**src/rtl/instr_fetch_unit.sv**
```systemverilog
// instr_fetch_unit: two-state (FETCH/HOLD) instruction fetch stage with
// next-PC selection for sequential, branch, jump and register-jump flow.
//
// Ports:
//   clk, rst          rising-edge clock, synchronous active-high reset
//   imem_req          read request, asserted in FETCH
//   imem_addr         fetch address (always equal to pc)
//   imem_ack          read data valid this cycle (ignored outside FETCH)
//   imem_rdata        fetched instruction word
//   stall             downstream not ready; holds instr/pc in HOLD
//   npc_op            next-PC select: 0 SEQ, 1 BRANCH, 2 JUMP, 3 JR
//   branch_taken      branch condition, used with BRANCH only
//   ext_imm           sign-extended immediate (word offset for branches)
//   jr_target         register jump target
//   pc                address of the instruction held in instr
//   instr             instruction register
//   instr_valid       instr/pc valid for decode (HOLD state)
//   imm16             instr[15:0], feeds the extend stage
//   fetch_err         sticky fetch timeout flag
//
// Build option: define FETCH_TIMEOUT_EN to enable the imem_ack timeout
// counter and fetch_err. Without it fetch_err is 0 and FETCH waits forever.

module instr_fetch_unit #(
    parameter logic [31:0] RESET_PC       = 32'h0000_3000,
    parameter int unsigned TIMEOUT_CYCLES = 255
) (
    input  logic        clk,
    input  logic        rst,
    output logic        imem_req,
    output logic [31:0] imem_addr,
    input  logic        imem_ack,
    input  logic [31:0] imem_rdata,
    input  logic        stall,
    input  logic [1:0]  npc_op,
    input  logic        branch_taken,
    input  logic [31:0] ext_imm,
    input  logic [31:0] jr_target,
    output logic [31:0] pc,
    output logic [31:0] instr,
    output logic        instr_valid,
    output logic [15:0] imm16,
    output logic        fetch_err
);

    typedef enum logic {
        FETCH = 1'b0,
        HOLD  = 1'b1
    } state_t;

    localparam logic [1:0] NPC_SEQ    = 2'd0;
    localparam logic [1:0] NPC_BRANCH = 2'd1;
    localparam logic [1:0] NPC_JUMP   = 2'd2;
    localparam logic [1:0] NPC_JR     = 2'd3;

    state_t      state;
    logic [31:0] pc_q;
    logic [31:0] instr_q;
    logic        valid_q;
    logic        req_q;

    logic [31:0] pc_plus4;
    logic [31:0] branch_target;
    logic [31:0] jump_target;
    logic [31:0] jr_addr;
    logic [31:0] next_pc;

    // All additions are 32-bit and wrap naturally modulo 2^32.
    always_comb begin
        pc_plus4      = pc_q + 32'd4;
        branch_target = pc_plus4 + (ext_imm << 2);
        jump_target   = {pc_plus4[31:28], instr_q[25:0], 2'b00};
        jr_addr       = jr_target & ~32'h0000_0003;
    end

    always_comb begin
        next_pc = pc_plus4;
        unique case (npc_op)
            NPC_SEQ:    next_pc = pc_plus4;
            NPC_BRANCH: next_pc = branch_taken ? branch_target : pc_plus4;
            NPC_JUMP:   next_pc = jump_target;
            NPC_JR:     next_pc = jr_addr;
        endcase
    end

    // imem_req and instr_valid are registered alongside the state so they
    // are glitch-free and already correct on the cycle after reset.
    always_ff @(posedge clk) begin
        if (rst) begin
            state   <= FETCH;
            pc_q    <= RESET_PC;
            instr_q <= '0;
            valid_q <= 1'b0;
            req_q   <= 1'b1;
        end else begin
            unique case (state)
                FETCH: begin
                    if (imem_ack) begin
                        instr_q <= imem_rdata;
                        state   <= HOLD;
                        valid_q <= 1'b1;
                        req_q   <= 1'b0;
                    end
                end
                HOLD: begin
                    // ack is not looked at here: no request is outstanding.
                    if (!stall) begin
                        pc_q    <= next_pc;
                        state   <= FETCH;
                        valid_q <= 1'b0;
                        req_q   <= 1'b1;
                    end
                end
            endcase
        end
    end

`ifdef FETCH_TIMEOUT_EN
    localparam int CNT_W_RAW = $clog2(TIMEOUT_CYCLES + 1);
    localparam int CNT_W     = (CNT_W_RAW < 8) ? 8 : CNT_W_RAW;
    localparam logic [CNT_W-1:0] TO_LIMIT = CNT_W'(TIMEOUT_CYCLES);
    localparam logic [CNT_W-1:0] TO_LAST  = CNT_W'(TIMEOUT_CYCLES - 1);

    logic [CNT_W-1:0] to_cnt;
    logic             err_q;

    // Counts consecutive FETCH cycles without ack; saturates at the limit
    // so the flag, once raised, is never re-triggered by wraparound.
    always_ff @(posedge clk) begin
        if (rst) begin
            to_cnt <= '0;
            err_q  <= 1'b0;
        end else if (state == FETCH && !imem_ack) begin
            if (to_cnt != TO_LIMIT) begin
                to_cnt <= to_cnt + CNT_W'(1);
            end
            if (to_cnt == TO_LAST) begin
                err_q <= 1'b1;
            end
        end else begin
            to_cnt <= '0;
        end
    end

    assign fetch_err = err_q;
`else
    logic unused_timeout_cfg;
    assign unused_timeout_cfg = |32'(TIMEOUT_CYCLES);
    assign fetch_err          = 1'b0;
`endif

    assign imem_req    = req_q;
    assign imem_addr   = pc_q;
    assign pc          = pc_q;
    assign instr       = instr_q;
    assign instr_valid = valid_q;
    assign imm16       = instr_q[15:0];

endmodule

```
**config.mk**
```make
export PLATFORM = sky130hd
export DESIGN_NAME = instr_fetch_unit
export DESIGN_NICKNAME = d
export VERILOG_FILES = /design/src/rtl/instr_fetch_unit.sv
export SDC_FILE = /design/constraint.sdc
export NUM_CORES = 1
export LEC_CHECK = 0
export BUFFER_PORTS_ARGS = -buffer_cell sky130_fd_sc_hd__buf_2
export CAP_MARGIN = 20
export CORE_UTILIZATION = 34
export CTS_CLUSTER_SIZE = 25
export DETAILED_ROUTE_END_ITERATION = 16
export GPL_ROUTABILITY_DRIVEN = 0
export GPL_TIMING_DRIVEN = 1
export PLACE_DENSITY_LB_ADDON = 0.2
export SLEW_MARGIN = 15
export SYNTH_ARGS = -nofsm -noshare
export SYNTH_HDL_FRONTEND = slang
export SYNTH_SLANG_ARGS = --single-unit
```
**constraint.sdc**
```tcl
create_clock -name clk -period 3.4 [get_ports clk]
set_clock_uncertainty 0.15 [all_clocks]
set_input_delay 0.51 -clock clk [delete_from_list [all_inputs] [get_ports clk]]
set_output_delay 0.51 -clock clk [all_outputs]
set_load 0.03 [all_outputs]
```
# --- Yosys cells after proc, flatten, opt, wreduce, memory -nomap -nowiden ---
# Cells that the tools add are included.
word_totals:
  mem_count: 0
  ram_bits: 0
  latchBits: 0
  romBits: 0
  elab_cells: 29
  out_inout_bits: 115
  register_bits: 67
  input_bits: 103
op_classes:
  shift: 0
  addsub: 2
  n_lt_le_gt_ge: 0
  n_bitwise: 2
  eq_ne: 5
  div_mod_pow: 0
  n_mul: 0
  n_reduce_logical: 4
  muxes: 11
ops:
  columns: ["cell", "n"]
  rows:
  - ["$pmux 32 s4", 1]
  - ["$add 32x3->32 const B", 1]
  - ["$add 32x32->32", 1]
  - ["$mux 32", 1]
  - ["$mux 1", 6]
  - ["$pmux 1 s2", 3]
  - ["$reduce_and 2->1", 3]
  - ["$eq 2x2->1 const B", 2]
  - ["$ne 2x2->1 const B", 2]
  - ["$eq 2x1->1 const B", 1]
  - ["$logic_not 2->1", 1]
  - ["$not 1->1", 2]

# --- Longest topological paths before layout ---
# Gate-level depths: netlist of the first run.
depth:
  ltp_word: 4
  depth_mapped: 16
  mapped_depth_nobuf: 15

# --- Least setup slack after synthesis of the first run ---
# No wires, ideal clock.
synth_timing:
  path_kind: "reg2reg"
  startpoint: "reg pc_q[2] (netlist: imem_addr[2])"
  endpoint: "reg pc_q[29] (netlist: imem_addr[29])"
  t_required_ns: 3.149
  path_buffers: 0
  path_slack_ns: -0.295
  synth_period_minus_slack_ns: 3.695
  setup_ns: 0.101
  stages_incl_launch_ff: 16
  arrival_ns: 3.444
  cell_sequence: "dfxtp_1 > ha_1 > and4_1 > nand4_1 > nor2_1 > nand4_1 > xnor2_1 > ha_1 > a21oi_1 > o21bai_1 > a21oi_1 > o21ai_0 > or3_1 > o21ai_0 > xor2_1 > o41ai_1"
synth_via:
  elab_chain_cells: 4
synth_rtl:
  columns: ["item", "line_no", "rtl"]
  rows:
  - ["start, declared", "57", "logic [31:0] pc_q;"]
  - ["start signal, assigned", "108", "pc_q <= next_pc;"]
  - ["$add 32x3->32 (*)", "70", "pc_plus4 = pc_q + 32'd4;"]
  - ["$add 32x32->32", "71", "branch_target = pc_plus4 + (ext_imm << 2);"]
  - ["$mux 32", "80", "NPC_BRANCH: next_pc = branch_taken ? branch_target : pc_plus4;"]
  - ["$pmux 32 s4 (*)", "78", "unique case (npc_op)"]
# Every way passes the cells marked *; elsewhere a longest branch is shown, timed or not.
# A chain may end at the register's enable or synchronous reset.

# --- Worst setup path in the final report of the first run ---
layout_timing:
  startpoint: "reg pc_q[5] (netlist: imem_addr[5])"
  endpoint: "reg pc_q[31] (netlist: imem_addr[31])"
# Same word-level chain as after synthesis.

==> results of run 1 <==
==> stage by stage <==
stage                     setup WS [ns]  total power (uW)
after global placement           -0.286              1970
after CTS                       -0.0804              3030
after global routing             -0.296              3260
final                            -0.107              3100
after floorplan                 0.00819              1570
after detailed placement         -0.272              1970
==> cell families (layout without fill, tap and decap cells) <==
logic type,Yosys count,in the layout,share of synthesized area (%)
compound gates,234,234,26.4
xor+xnor,49,49,7.90
fa+ha+maj,35,35,7.92
buf+inv,107,395,10.8
flops,65,65,23.1
mux,27,27,5.21
other cells,1,5,0.0667
simple gates,223,223,18.6
==> how the worst max path moves through the flow <==
stage	from	endpoint	slack (ns)	cells past startpoint
5_1_grt	imem_addr[2]	imem_addr[31]	-0.30	17
2_1_floorplan	imem_addr[9]	imem_addr[30]	0.008	13
3_3_place_gp	imem_addr[10]	imem_addr[31]	-0.29	15
3_5_place_dp	imem_addr[10]	imem_addr[30]	-0.27	13
4_1_cts	imem_addr[2]	imem_addr[29]	-0.08	16
6_report	imem_addr[5]	imem_addr[31]	-0.11	13
==> registers in the layout (all words and copies together) (netlist names) <==
signal and count:
imem_req 1, instr_valid 1, instr 32, imem_addr 30, state 1
==> layout by cell type, fill, tap and decap left out, drive strengths merged, types with 5 or more instances in the layout <==
master  synthesis  routed
nand4          11      11
a21boi          7       7
o21bai          6       6
nor2b           5       5
xor2           15      15
xnor2          34      34
nand2         105     105
dfxtp          65      65
nor2           41      41
or3             5       5
a31oi           5       5
nand3          21      21
conb            1       5
a221oi         13      13
o21a            5       5
inv            18      19
mux2            8       8
a21o           11      11
nor3            5       5
buf            62     360
nand2b          5       5
a211oi          6       6
o21ai          64      64
and3            5       5
and2            5       5
mux2i          18      18
clkbuf         26      11
a21oi          84      84
ha             34      34
==> layer usage <==
metal  vias to the layer above  part of all wire [%]  wire [um]
met4                         0                   1.1        225
met1                      2941                    48       9940
met2                       212                    45       9220
met5                         -                     0          0
li1                       3186                     -          -
met3                        14                   6.1       1260
==> Yosys cell counts, types with 6 or more instances <==
cell type  count
nand2_1      105
a21oi_1       80
dfxtp_1       65
o21ai_0       60
buf_4         51
nor2_1        41
ha_1          34
xnor2_1       32
clkbuf_1      26
nand3_1       19
inv_1         18
mux2i_1       18
xor2_1        15
a221oi_1      12
a21o_1        11
nand4_1       11
mux2_2         8
o21bai_1       6
==> repair_timing <==
item,4_1_cts,5_1_grt
buffers inserted,8,8
gates resized for setup,33,64
pin swaps,27,24
setup endpoints to repair,12,15
==> final cells by class <==
type / instances / area share (%)
clock buffer: 11 / 3.12
clock inverter: 5 / 0.709
multi-input combinational: 573 / 50.2
timing repair buffer: 360 / 26.2
inverter: 19 / 0.842
sequential: 65 / 15.8
tap: 216 / 3.19
==> power breakdown <==
| group | switching, uW | total [uW] | internal (uW) |
|---|---|---|---|
| Clock | 372 | 1010 | 634 |
| Sequential | 39.0 | 851 | 812 |
| Combinational | 716 | 1250 | 529 |
| Total | 1130 | 3100 | 1980 |
==> critical path: cells and delay by family, from the launching register on <==
family / cells / cell delay [ns]
AOI/OAI and AO/OA: 3 / 0.48
xor gates and xnor gates: 2 / 0.21
adders and majority gates: 1 / 0.33
buffers and inverters: 1 / 0.16
DFF: 1 / 0.35
and+or+nand+nor: 6 / 1.69
==> results.md, run 1 <==
- Status: finished, violations left
- Failing checks: setup timing
- Starting density of the core: 35.2%
- Largest stage delay, worst path: 0.61 ns
- Rel. slew slack: 57.2%
- Largest net degree at the start of global routing: 33
- H-tree Lvls: 3
- Hold Buf Count CTS: 0
- Hold path startpoint: imem_ack
- Cells after DPL: 1,218
- Clk buf depth: 2
- Vias in the first global route: 5,903
- Finished Cell Area: 8470 um2
- Worst Path Required: 3.46 ns
- CTS tree: built
- Synth Register Bits: 65
- Fill count: 1,576
- Die area: 17,100 um2
- CP Class: reg2reg
- P per Cell Area: 366 nW/um2
- Width of the die: 131 um
- Reg2reg end: imem_addr[31]
- Crit path launch type: flop
- Post-synthesis sequential area ratio: 23.1%
- RSZ-0062 raised after global routing: yes
- DR pass1 iterations: 5
- Crit end category: flop
- Area after DPL: 7510 um2
- Vias/cell: 5.09
- Setup_tns: -0.154 ns
- DP Wirelength: 15.8 mm
- Final Max Slew Viols: 0
- Post-Layout Cell Count: 1,249
- DRC: 0
- GR Util met1: 33.9%
- PortBufs: 208
- # clock sinks: 65
- Slew @ Worst Pin: 0.641 ns
- 1st-iter DRT viols: 425
- WL final: 20.6 mm
- Register area: 1340 um2
- Cells on Worst Hold Path: 2
- Final #Nets: 1,166
- Ys async rst share: 0%
- Antenna Diode Count: 0
- Largest cells by area after synthesis: dfxtp_1 (23%), ha_1 (7.6%), a21oi_1 (7.1%), nand2_1 (7.0%), buf_4 (6.8%)
- Fin crit share: 103%
- Avg WL per Cell: 16.5 um
- Area of the multi-input gates: 4250 um2
- Slowest CP cell: or4_4
- Post-synth EDFFs: 0
- GRT Util Overall: 23.8%
- Min Hold Slack: 0.256 ns
- YS warnings: 0
- Area of the core: 16,000 um2
- CTS Root Cell: clkbuf_16
- Avg Inst Size Synth: 7.59 um2
- Met3 global-route usage: 4.15%
- Peak VDD IR: 0.273 mV
- Initial antenna violation count: 0
- Worst Path Arrival: 3.56 ns
- # IOs: 218
- DR vias: 6,353
- Row Count: 46
- Worst r2r src: imem_addr[5]
- Crit path cell chain: and3_1 > nand3_4 > or4_4 > nor2_2 > xnor2_1 > ha_1 > nand4_1 > or3_1 > a211o_2 > o311ai_4 > buf_6 > xnor2_2 > o22ai_1
- Final setup fails: 3
- Worst Setup Slack, final: -0.107 ns
- Hold Path Class: in2reg
- Fin crit period: 3.51 ns
- Clock-pin transition on the worst setup and hold timing paths: 0.06 ns
- TritonCTS buffer count: 9
- Fmax: 0.285 GHz
- Main flop type after synthesis: dfxtp_1
- First-pass GRT wire length: 31.1 mm
- Met2 Use GR: 37.5%
- Final hold violation count: 0
- Yosys cell types: 75
- Grt ovf: 0
- DRT antenna net count: 0
- Share of cells above drive strength 1: 47.5%
- Reg2Reg Depth: 13
- Synth Instances: 741
- Max-cap violations: 0
- Reg2Reg Setup Slack: -0.11 ns
- LEAKAGE: 0.00409 uW
- Clock latency on the worst-skew pair: 0.33 ns
- Top Usage Layer GRT: met2
- WHS Endpoint: state
- Chip Height: 131 um
- Growth of design area from synthesis to finish: 50.6%
- Synth area leader: dfxtp_1
- Post-synthesis cell area: 5620 um2
- Crit-path max FO: 5
- Top-area cell type share of the netlist area: 23.1%
- Final Core Density: 52.9%
Power figures use the tool's default switching activity.
==> inputs of run 2 (changes only) <==
--- a/config.mk
+++ b/config.mk
@@ -5,6 +5,7 @@
 export SDC_FILE = /design/constraint.sdc
 export NUM_CORES = 1
 export LEC_CHECK = 0
+export ABC_AREA = 1
 export BUFFER_PORTS_ARGS = -buffer_cell sky130_fd_sc_hd__buf_2
 export CAP_MARGIN = 20
 export CORE_UTILIZATION = 34
==> results.md, run 2 <==
- Status: finished clean
- Avg Inst Size Synth: 5.86 um2 (-23%)
- Initial antenna violation count: 0 (unchanged)
- Most common cell after layout, fill and taps aside: nand2_1
- YS warnings: 0 (unchanged)
- Worst Setup Slack, final: 0.188 ns (+0.295 ns)
- Place WS: 0.0331 ns (+0.305 ns)
- Final Max Slew Viols: 0 (unchanged)
- Vias in the first global route: 7,020 (+19%)
- Crit end category: flop
- Post-synthesis sequential area ratio: 20.3% (-2.9 points)
- Commonest cells post-synth: nand2_1 (277), inv_1 (162), nor2_1 (142), o21ai_0 (76), dfxtp_1 (65)
- Clock-pin transition on the worst setup and hold timing paths: 0.06 ns (about the same)
- H-tree Lvls: 3 (unchanged)
- CTS Root Cell: clkbuf_16
- Fin crit share: 94.5% (-8.7 points)
- LEAKAGE: 0.00459 uW (+12%)
- Final hold violation count: 0 (unchanged)
- Commonest cells after routing, fill and taps aside: nand2_1 (270), buf_2 (208), inv_1 (161)
- Synth Register Bits: 65 (unchanged)
- First-pass GRT wire length: 36.8 mm (+18%)
- Combinational share of power: 35.4% (-4.7 points)
- Growth of design area from synthesis to finish: 30.3%
- DR vias: 7,489 (+18%)
- GRT Util Overall: 24.5% (+0.64 points)
- Crit path launch type: flop
- PortBufs: 208 (unchanged)
- CTS tree: built
- TritonCTS buffer count: 9 (unchanged)
- Buf/Inv on CP: 3 (+2)
- DP Wirelength: 20.0 mm (+27%)
- Switching share of total power: 37.8% (+1.5 points)
- Max-cap violations: 0 (unchanged)
- Share of total power in sequential cells: 29.6% (+2.2 points)
- Worst Path Required: 3.48 ns (+0.02 ns)
- 1st-iter DRT viols: 465 (+9.4%)
- Synth Instances: 1,095 (+48%)
- Area of the core: 18,200 um2 (+14%)
- Crit path cell chain: ha_4 > nand2_2 > nor2_2 > buf_4 > nand2_4 > nor3_4 > xor2_2 > ha_4 > buf_4 > nand2_1 > nand2_1 > o21bai_1 > a21oi_2 > nor2_1 > nor2_1 > nand3_1 > nand3_1 > nand3_1 > nand2_1 > inv_1
- Avg WL per Cell: 15.8 um (-4.7%)
- Main flop type after synthesis: dfxtp_1
- Synth area leader: dfxtp_1
- DRT antenna net count: 0 (unchanged)
- Clock latency on the worst-skew pair: 0.34 ns (about the same)
- Hold Path Class: in2reg
- Ys async rst share: 0% (unchanged)
- Hold Buf Count CTS: 0 (unchanged)
- Chip Height: 139 um (+6.7%)
- Worst Path Arrival: 3.29 ns (-0.27 ns)
- Top Family by Delay on Critical Path: simple AND/OR/NAND/NOR gates
- # IOs: 218 (unchanged)
- Share of cells above drive strength 1: 29.0% (-18 points)
- Largest net degree at the start of global routing: 43 (+30%)
- Fmax: 0.311 GHz (+9.2%)
- Fill count: 2,001 (+27%)
- Top-area cell type share of the netlist area: 20.3% (-2.9 points)
- Setup_tns: 0 ns (+0.154 ns)
- Row Count: 49 (+6.5%)
- Largest stage delay, worst path: 0.38 ns (-0.23 ns)
- Starting density of the core: 35.3% (+0.10 points)
- Clk pwr share: 35.0% (+2.6 points)
- Peak VDD IR: 0.317 mV (+16%)
- P per Cell Area: 352 nW/um2 (-4.0%)
- Post-synth EDFFs: 0 (unchanged)
- # clock sinks: 65 (unchanged)
- Largest cells by area after synthesis: dfxtp_1 (20%), nand2_1 (16%), inv_1 (9.5%), nor2_1 (8.3%), ha_1 (6.6%)
- Total power: 2940 uW (-5.2%)
- Most common cell in the synthesized netlist: nand2_1
- Crit-path max FO: 6 (+1)
- DRC: 0 (unchanged)
- Final #Nets: 1,448 (+24%)
- Die area: 19,400 um2 (+14%)
- Fin crit period: 3.21 ns (-0.295 ns)
- Slew @ Worst Pin: 0.937 ns (+0.295 ns)
- WL final: 24.3 mm (+18%)
- Clk buf depth: 2 (unchanged)
- Slowest CP cell: dfxtp_4
- Min Hold Slack: 0.247 ns (-0.00878 ns)
- Yosys cell types: 44 (-41%)
- DR pass1 iterations: 5 (unchanged)
- Rel. slew slack: 37.5% (-20 points)
- CP Class: reg2reg
- Post-synthesis cell area: 6420 um2 (+14%)
- Antenna Diode Count: 0 (unchanged)
- Pint: 1830 uW (-7.4%)
- Width of the die: 139 um (+6.7%)
- Grt ovf: 0 (unchanged)
- Vias/cell: 4.85 (-4.6%)
- Flip-flop count of the largest register after layout: 32 (unchanged)
- Sw power: 1110 uW (-1.3%)
- Final setup fails: 0 (-3)
run 2: cell types whose count changed after synthesis, moves of 9 or more:
cell      previous run  this run
o21ai_0             60        76
nor2_2               0         9
nand3_1             19        60
nand3b_1             1        10
xnor2_1             32         6
inv_1               18       162
a21oi_1             80        64
nor2_1              41       142
mux2i_1             18         0
nand2_1            105       277
run 2: final timing paths:
path / startpoint / end / slack [ns] / depth (start not counted)
hold reg to reg: imem_req / imem_req / 0.31 / 2
setup / recovery: imem_addr[2] / imem_addr[29] / 0.19 / 20
hold / removal: imem_rdata[1] / instr[1] / 0.25 / 3
setup reg to reg: imem_addr[2] / imem_addr[29] / 0.19 / 20
run 2: area by class of cell:
| cell class | count | area (um2) | area share [%] |
|---|---|---|---|
| repair buffers | 278 | 1570 | 18.7 |
| multi-input cells | 787 | 4230 | 50.6 |
| well taps | 229 | 287 | 3.43 |
| flip-flops and latches | 65 | 1320 | 15.7 |
| inverters | 169 | 634 | 7.58 |
| clock inverters | 7 | 103 | 1.23 |
| clock buffers | 9 | 225 | 2.69 |
run 2: power groups by stage:
stage          Clock (uW)  Sequential, uW  Combinational (uW)
2_1_floorplan           0             991                 569
3_3_place_gp            0             884                 992
3_5_place_dp            0             886                 996
4_1_cts              1040             869                1000
5_1_grt              1070             880                1140
6_report             1030             872                1040
run 2: metal layers:
| metal | track usage (%) | wire, um | vias up | part of all wire, % |
|---|---|---|---|---|
| li1 | - | - | 3857 | - |
| met1 | 32.2 | 11000 | 3326 | 45 |
| met2 | 40.5 | 11100 | 273 | 45 |
| met3 | 4.20 | 1720 | 33 | 7.1 |
| met4 | 7.72 | 553 | 0 | 2.3 |
| met5 | 0 | 0 | - | 0 |
run 2: logic make-up after synthesis:
group | synth area share [%]
compound gates | 15.7
xor+xnor | 2.85
fa+ha+maj | 6.94
buf+inv | 17.6
flops | 20.3
other cells | 0.0584
simple gates | 36.6
run 2: tightest hold or removal path: cells and delay by family:
family / cells / cell delay [ns]
buf+inv: 1 / 0.08
simple gates: 2 / 0.11
run 2: repair_timing:
action | in CTS | in global routing
resized for setup | 0 | 64
setup endpoints to repair | 0 | 20
buffers inserted | 0 | 5
run 2: metrics by stage:
stage / cells / instance area [um2] / util [%]
after detailed placement: 1523 / 7750 / 42.6
after global placement: 1523 / 7750 / 42.6
after global routing: 1544 / 8360 / 45.9
after CTS: 1539 / 8080 / 44.4
after floorplan: 1099 / 6430 / -
final: 1544 / 8360 / 45.9
==> inputs of run 3 (changes only) <==
==> constraint.sdc (replaced) <==
create_clock -name clk -period 3.3 [get_ports clk]
set_clock_uncertainty 0.15 [all_clocks]
set_input_delay 0.495 -clock clk [delete_from_list [all_inputs] [get_ports clk]]
set_output_delay 0.495 -clock clk [all_outputs]
set_load 0.03 [all_outputs]
==> results.md, run 3 (synthesized netlist as in run 2, its figures left out) <==
- Status: finished clean
- Peak VDD IR: 0.299 mV (-5.5%)
- Hold Path Class: in2reg
- Area of the core: 18,200 um2 (unchanged)
- Worst r2r src: imem_addr[8]
- CTS tree: built
- Final #Nets: 1,475 (+1.9%)
- Clk pwr share: 34.7% (-0.3 points)
- P per Cell Area: 355 nW/um2 (+1.1%)
- WL final: 24.9 mm (+2.3%)
- Cells on Worst Hold Path: 3 (unchanged)
- Final Max Slew Viols: 0 (unchanged)
- Final Core Density: 47.7% (+1.8 points)
- RSZ-0062 raised after global routing: yes
- First-pass GRT wire length: 37.8 mm (+2.8%)
- Avg WL per Cell: 15.8 um (+0.50%)
- Worst Path Arrival: 3.27 ns (-0.02 ns)
- Reg2reg end: imem_addr[28]
- Flip-flop count of the largest register after layout: 32 (unchanged)
- Initial antenna violation count: 0 (unchanged)
- PortBufs: 208 (unchanged)
- CP Class: reg2reg
- Final hold violation count: 0 (unchanged)
- DP Wirelength: 20.2 mm (+1.2%)
- Largest net degree at the start of global routing: 43 (unchanged)
- Share of cells above drive strength 1: 32.0% (+3.0 points)
- Starting density of the core: 35.3% (unchanged)
- Hold path startpoint: imem_rdata[30]
- Clk buf depth: 2 (unchanged)
- Fin crit share: 96.3% (+1.9 points)
- WHS Endpoint: instr[30]
- Vias/cell: 4.86 (+0.13%)
- Vias in the first global route: 7,118 (+1.4%)
- Pint: 1910 uW (+4.5%)
- Total power: 3090 uW (+4.9%)
- Commonest cells after routing, fill and taps aside: nand2_1 (263), buf_2 (208), inv_1 (159)
- Place WS: -0.0238 ns (-0.0569 ns)
- Worst Path Required: 3.39 ns (-0.09 ns)
- DR vias: 7,630 (+1.9%)
- Worst Setup Slack, final: 0.121 ns (-0.0669 ns)
- Min Hold Slack: 0.226 ns (-0.0213 ns)
- Most common cell after layout, fill and taps aside: nand2_1
- Post-Layout Cell Count: 1,571 (+1.7%)
- Fmax: 0.315 GHz (+1.0%)
- 1st-iter DRT viols: 438 (-5.8%)
- Final setup fails: 0 (unchanged)
- DRC: 0 (unchanged)
- CP Launch Point: imem_addr[8]
- Switching share of total power: 38.1% (+0.26 points)
- Rel. slew slack: 36.5% (-0.94 points)
- Max-cap violations: 0 (unchanged)
- Clock latency on the worst-skew pair: 0.34 ns (about the same)
- Reg2Reg Depth: 18 (-10%)
- Width of the die: 139 um (unchanged)
- LEAKAGE: 0.00473 uW (+3.0%)
- Fin crit period: 3.18 ns (-0.0331 ns)
- DR pass1 iterations: 5 (unchanged)
- GRT Util Overall: 25.1% (+0.63 points)
- # IOs: 218 (unchanged)
- Crit path launch type: flop
- Growth of design area from synthesis to finish: 35.3%
- Crit-path max FO: 6 (unchanged)
- TritonCTS buffer count: 9 (unchanged)
- Reg2Reg Setup Slack: 0.12 ns (-0.07 ns)
- Cells after DPL: 1,547 (+1.6%)
- H-tree Lvls: 3 (unchanged)
- DRT antenna net count: 0 (unchanged)
- Antenna Diode Count: 0 (unchanged)
- Grt ovf: 0 (unchanged)
- Row Count: 49 (unchanged)
- Crit end category: flop
- Clock-pin transition on the worst setup and hold timing paths: 0.07 ns (about the same)
- # clock sinks: 65 (unchanged)
- Chip Height: 139 um (unchanged)
- Share of total power in sequential cells: 29.1% (-0.5 points)
- Slew @ Worst Pin: 0.951 ns (+0.0141 ns)
- Die area: 19,400 um2 (unchanged)
- CTS Root Cell: clkbuf_16
- Combinational share of power: 36.2% (+0.8 points)
- Hold Buf Count CTS: 0 (unchanged)
- Sw power: 1180 uW (+5.7%)
[run 3: cell count changes in the layout (fill, tap and decap cells not counted), sizes merged]
cell / previous run / this run
buf: 278 / 305
clkinv: 4 / 2
clkinvlp: 1 / 2
inv: 169 / 170
[run 3: repair_timing]
item | 4_1_cts | 5_1_grt
buffers inserted | 0 | 8
endpoints found under the setup margin | 2 | 21
resized for setup | 1 | 86
pin swaps | 0 | 16
[run 3: through the flow]
stage          TNS [ns]  instance area [um2]
2_1_floorplan         0                 6430
3_3_place_gp          0                 7930
3_5_place_dp    -0.0238                 7930
4_1_cts               0                 8270
5_1_grt          -0.128                 8680
6_report              0                 8680
[run 3: cell type report]
cell class	count	area, um2
fillers	1912	9520
multi-input cells	787	4350
repair buffers	305	1770
flip-flops and latches	65	1310
inverters	169	634
well taps	229	287
clock buffers	9	225
clock inverters	7	101
[run 3: how the worst max path moves through the flow]
stage / endpoint / depth (start not counted)
global route: imem_addr[28] / 20
global placement: imem_addr[22] / 19
floorplan: imem_addr[22] / 19
detailed placement: imem_addr[22] / 19
finish: imem_addr[28] / 18
CTS: imem_addr[23] / 21
[run 3: power by group through the flow]
stage                     Combinational [uW]  Sequential (uW)  Clock, uW
final                                   1120              898       1070
after global routing                    1220              906       1110
after CTS                               1060              894       1080
after detailed placement                1050              911          0
after global placement                  1050              910          0
after floorplan                          586             1020          0
[run 3: metal layers]
metal	part of all wire [%]	routed length (um)	GRT usage, %
met1	46	11400	33.7
met2	46	11400	40.9
met3	5.6	1390	3.06
met4	2.5	629	9.71
met5	0	0	0
[run 3: worst max-delay path: stages, from the launching register on]
cell     delay (ns)
dfxtp_1        0.40
nand2_2        0.11
nor3_4         0.31
nand2_8        0.13
nor2_1         0.20
xor2_2         0.14
ha_2           0.39
nand2_1        0.14
nor2_1         0.17
inv_1          0.07
nor2_1         0.19
o21ai_0        0.12
buf_4          0.16
nand3_1        0.08
nand2_1        0.05
nand3_1        0.09
nand3_1        0.08
nand2_1        0.06
inv_1          0.03
